[src/rtl/hpp_gen_sequencer.sv]
// hpp_gen_sequencer: walks the HPP lattice grid once per generation.
// Each cell is read, passed combinationally through the external collision
// PE, and written back one cycle later at the same address. Generations start
// on a step pulse or on a frame sync while run is held, and are never queued.
module hpp_gen_sequencer #(
    parameter int COLS   = 320,
    parameter int ROWS   = 240,
    parameter int ADDR_W = 17
) (
    input  logic              clk,
    input  logic              reset,
    input  logic              run,
    input  logic              step,
    input  logic              frame_sync,
    input  logic              artist_mode_in,
    output logic              mem_rd_en,
    output logic [ADDR_W-1:0] mem_rd_addr,
    input  logic [4:0]        mem_rd_data,
    output logic [4:0]        pe_state,
    output logic              pe_artist,
    input  logic [4:0]        pe_state_next,
    output logic              mem_wr_en,
    output logic [ADDR_W-1:0] mem_wr_addr,
    output logic [4:0]        mem_wr_data,
    output logic              busy,
    output logic              gen_done,
    output logic [15:0]       gen_count
);

    localparam int                CELLS = COLS * ROWS;
    localparam logic [ADDR_W-1:0] LAST  = ADDR_W'(CELLS - 1);

    typedef enum logic [1:0] {IDLE, SWEEP, DRAIN, DONE} state_t;

    state_t            state_q, state_d;
    logic              rd_en_q, rd_en_d;
    logic [ADDR_W-1:0] rd_addr_q, rd_addr_d;
    logic              wr_en_q, wr_en_d;
    logic [ADDR_W-1:0] wr_addr_q, wr_addr_d;
    logic              artist_q, artist_d;
    logic              busy_q, busy_d;
    logic              done_q, done_d;
    logic [15:0]       gen_count_q, gen_count_d;
    logic              start;

    assign start = step | (run & frame_sync);

    // Next-state and next-output computation; all outputs are registered.
    always_comb begin
        state_d     = state_q;
        rd_en_d     = rd_en_q;
        rd_addr_d   = rd_addr_q;
        artist_d    = artist_q;
        done_d      = 1'b0;
        gen_count_d = gen_count_q;
        // The write pipeline simply trails the read by one cycle, so the
        // write address is always one behind the read address.
        wr_en_d     = rd_en_q;
        wr_addr_d   = rd_addr_q;
        unique case (state_q)
            IDLE: begin
                if (start) begin
                    state_d   = SWEEP;
                    rd_en_d   = 1'b1;
                    rd_addr_d = '0;
                    artist_d  = artist_mode_in;
                end
            end
            SWEEP: begin
                if (rd_addr_q == LAST) begin
                    state_d   = DRAIN;
                    rd_en_d   = 1'b0;
                    rd_addr_d = '0;
                end else begin
                    rd_addr_d = rd_addr_q + ADDR_W'(1);
                end
            end
            DRAIN: begin
                // Last write is on the bus this cycle; announce completion next.
                state_d     = DONE;
                done_d      = 1'b1;
                gen_count_d = gen_count_q + 16'd1;
            end
            DONE: begin
                state_d = IDLE;
            end
            default: state_d = IDLE;
        endcase
        busy_d = (state_d != IDLE);
    end

    // State and output registers, cleared immediately by reset.
    always_ff @(posedge clk or posedge reset) begin
        if (reset) begin
            state_q     <= IDLE;
            rd_en_q     <= 1'b0;
            rd_addr_q   <= '0;
            wr_en_q     <= 1'b0;
            wr_addr_q   <= '0;
            artist_q    <= 1'b0;
            busy_q      <= 1'b0;
            done_q      <= 1'b0;
            gen_count_q <= '0;
        end else begin
            state_q     <= state_d;
            rd_en_q     <= rd_en_d;
            rd_addr_q   <= rd_addr_d;
            wr_en_q     <= wr_en_d;
            wr_addr_q   <= wr_addr_d;
            artist_q    <= artist_d;
            busy_q      <= busy_d;
            done_q      <= done_d;
            gen_count_q <= gen_count_d;
        end
    end

    assign mem_rd_en   = rd_en_q;
    assign mem_rd_addr = rd_addr_q;
    assign pe_state    = mem_rd_data;
    assign pe_artist   = artist_q;
    assign mem_wr_en   = wr_en_q;
    assign mem_wr_addr = wr_addr_q;
    // PE result is only meaningful while a write is in flight; hold 0 otherwise.
    assign mem_wr_data = wr_en_q ? pe_state_next : 5'd0;
    assign busy        = busy_q;
    assign gen_done    = done_q;
    assign gen_count   = gen_count_q;

endmodule

[config.mk]
export PLATFORM = sky130hd
export DESIGN_NAME = hpp_gen_sequencer
export DESIGN_NICKNAME = d
export VERILOG_FILES = /design/src/rtl/hpp_gen_sequencer.sv
export SDC_FILE = /design/constraint.sdc
export NUM_CORES = 1
export LEC_CHECK = 0
export ABC_AREA = 0
export CAP_MARGIN = 20
export CORE_MARGIN = 2
export CORE_UTILIZATION = 40
export DETAILED_ROUTE_END_ITERATION = 7
export PLACE_DENSITY = 0.71
export SYNTH_ARGS = -nofsm -noshare
export SYNTH_HDL_FRONTEND = slang
export SYNTH_SLANG_ARGS = --single-unit
[constraint.sdc]
create_clock -name clk -period 5 [get_ports clk]
set_input_delay 1 -clock clk [delete_from_list [all_inputs] [get_ports clk]]
set_output_delay 1 -clock clk [all_outputs]
set_load 0.05 [all_outputs]
==> impl_metrics.json <==
{
  "path_class": "primary input to output port",
  "routedWlPerCell_um": 15.05,
  "placed_area_sq_um": 3208,
  "dieArea_sq_um": 6829,
  "finClkSkew_ns": 0.009282,
  "vias": 1997,
  "postCtsSetupBuffers": 0,
  "syn_to_final_growth_pct": 37.58,
  "drt-initial-drc-count": 126,
  "holdBufCountCts": 0,
  "ir_drop_mv": 0.1303,
  "nets": 309,
  "slew_violations": 0,
  "worst_setup_path_start_kind": "primary input",
  "drc": 0,
  "layout_min_cycle_time_ns": 3.374,
  "power_density_nw_per_um2": 270.3,
  "cts_sinks": 57,
  "path_max_fanout": 1,
  "cts_buffers": 9,
  "synth_edf_count": 0,
  "start_util_pct": 41.53,
  "finalPower_uw": 919.9,
  "track_usage_pct": 17.61,
  "end_kind": "output port",
  "first_global_vias": 1780,
  "grt_pass1_wl_um": 8935,
  "avgViaCountPerCell": 5.397,
  "grt_max_degree": 57,
  "synth_async_sr_flop_share_pct": 100.0,
  "synth_area_per_cell_sq_um": 11.19,
  "tns_ns": 0,
  "core_area_sq_um": 5956,
  "synthCells": 221,
  "wl_um": 5568,
  "finalSetupViolCount": 0,
  "outcome": "complete, no violations",
  "ys.flop_type": "dfrtp_1",
  "cap_violations": 0,
  "detail-route-antenna-nets": 0,
  "power.leakage_nw": 1.433,
  "hold_viol": 0,
  "syn_nets": 239,
  "dp_hpwl_um": 3888,
  "synth_seq_cells": 57,
  "ys.warnings.count": 0,
  "rsz0062_at_grt": "no",
  "slew_headroom_pct": 53.41,
  "ctsResizeCount": 0,
  "rr_worst_depth": 4,
  "portBuffers": 70,
  "drtPass1Iterations": 4,
  "synth_area_sq_um": 2474,
  "cts_tree": "yes",
  "drive_above_1_share_pct": 8.475,
  "fp.dieH_um": 82.64,
  "yosysSeqAreaShare_pct": 57.66,
  "whs_ns": 0.4498,
  "die_width_um": 82.64,
  "root_buffer": "clkbuf_8",
  "worst-endpoint-arrival_ns": 2.37,
  "rows": 28,
  "yosysUniqueCellTypes": 51,
  "fmaxAchievable_mhz": 296.4,
  "fin_crit_sh_pct": 67.48,
  "clk_pin_slew_ns": 0.07,
  "antenna_found_initial": 0,
  "hp-class": "register to register",
  "place_congestion": 0.8279,
  "postLayoutCellArea_sq_um": 3403,
  "whs_path_depth": 0,
  "boundaryPins": 81,
  "required_ns": 4.00,
  "cts.path.max_buffers": 2,
  "cts.htree.levels": 3,
  "tightest_slew_ns": 0.6924,
  "gr-total-overflow": 0,
  "worstSkewPairLatency_ns": 0.33,
  "diodes": 0
}
## stage by stage
step | setup WS [ns] | util [%] | std cells
floorplan | 2.588 | - | 221
global placement | 1.622 | 53.87 | 355
detailed placement | 1.616 | 53.87 | 355
CTS | 1.616 | 57.14 | 370
global route | 1.579 | 57.14 | 370
finish | 1.626 | 57.14 | 370
## cells by family (layout without fill, tap and decap cells)
logic type | count (synthesis) | after routing | share of synthesized area, %
adder cells (fa/ha/maj) | 2 | 2 | 1.011
AO/OA/AOI/OAI | 45 | 45 | 12.70
flip-flops | 57 | 57 | 57.66
AND/OR/NAND/NOR | 83 | 83 | 19.22
buffers and inverters | 18 | 92 | 3.642
multiplexers | 1 | 1 | 0.4552
XOR/XNOR | 15 | 15 | 5.311
## path summary, 6_finish.rpt
kind	startpoint	slack [ns]	to
min in group asynchronous	reset	0.83	gen_count[15]$_DFFE_PP0P_
worst max register to register	mem_rd_addr[3]$_DFFE_PP0P_	3.02	state_q[0]$_DFF_PP0_
worst min-delay path	mem_rd_en$_DFFE_PP0P_	0.45	mem_wr_en$_DFF_PP0_
worst min register to register	mem_rd_en$_DFFE_PP0P_	0.45	mem_wr_en$_DFF_PP0_
max in group asynchronous	reset	3.34	mem_rd_addr[4]$_DFFE_PP0P_
worst max-delay path	pe_state_next[2]	1.63	mem_wr_data[2]
## synthesized netlist by cell type (3+ instances only)
| cell | instances | area [sq um] |
|---|---|---|
| dfrtp_1 | 57 | 1426 |
| nand2_1 | 21 | 78.83 |
| nand3_1 | 14 | 70.07 |
| o21ai_0 | 11 | 55.05 |
| xnor2_1 | 10 | 87.58 |
| a21oi_1 | 7 | 35.03 |
| inv_1 | 6 | 22.52 |
| and2_1 | 5 | 31.28 |
| buf_4 | 5 | 37.54 |
| nor2_1 | 5 | 18.77 |
| xor2_1 | 5 | 43.79 |
| clkbuf_1 | 4 | 15.01 |
| nand4_1 | 4 | 25.02 |
| o211ai_1 | 4 | 30.03 |
| o31ai_1 | 4 | 30.03 |
| and3_1 | 3 | 18.77 |
| and4_1 | 3 | 26.28 |
| buf_2 | 3 | 15.01 |
| nand2b_1 | 3 | 18.77 |
| nor2b_1 | 3 | 18.77 |
| nor3_1 | 3 | 15.01 |
| nor4_1 | 3 | 18.77 |
| or4_1 | 3 | 22.52 |
## worst max-delay path, cell delays in order
cell and delay, ns:
clkdlybuf4s50_1 0.46, and2_1 0.12, clkdlybuf4s50_1 0.79
## area by class of cell
| type | count | area [sq um] |
|---|---|---|
| timing repair buffer | 71 | 708.2 |
| tap | 75 | 93.84 |
| inverter | 6 | 22.52 |
| clock buffer | 12 | 155.1 |
| clock inverter | 3 | 40.04 |
| sequential | 57 | 1426 |
| fill | 512 | 2552 |
| multi-input combinational | 146 | 957.2 |
## registers in the layout (all words and copies together), names as in the netlist
signal and count:
mem_rd_addr 17, mem_wr_addr 17, gen_count 16, state_q 2, busy 1, gen_done 1, mem_rd_en 1, mem_wr_en 1
pe_artist 1
## where the power goes
part	switching, mW	internal, mW	leakage, nW	total [mW]
registers	0.000235	0.462	0.672	0.462
logic	0.0212	0.0132	0.659	0.0344
clock network	0.171	0.253	0.102	0.423
total	0.192	0.728	1.43	0.920
## routing by layer
metal / vias to the layer above / share of wire, % / global-route usage, %
li1: 949 / - / -
met1: 977 / 46 / 25.55
met2: 64 / 47 / 25.00
met3: 7 / 5.7 / 4.565
met4: 0 / 1.3 / 7.213
met5: - / 0 / 0
## layout by cell type, fill, tap and decap left out, types with 4 or more instances in the layout
cell type,Yosys,routed
xor2_1,5,5
dfrtp_1,57,57
o211ai_1,4,4
o21ai_0,11,11
nand2_1,21,21
a21oi_1,7,7
nand3_1,14,14
clkbuf_8,0,11
nand4_1,4,4
xnor2_1,10,10
clkdlybuf4s50_1,0,70
o31ai_1,4,4
and2_1,5,5
nor2_1,5,5
inv_1,6,5
Power figures use the tool's default switching activity.
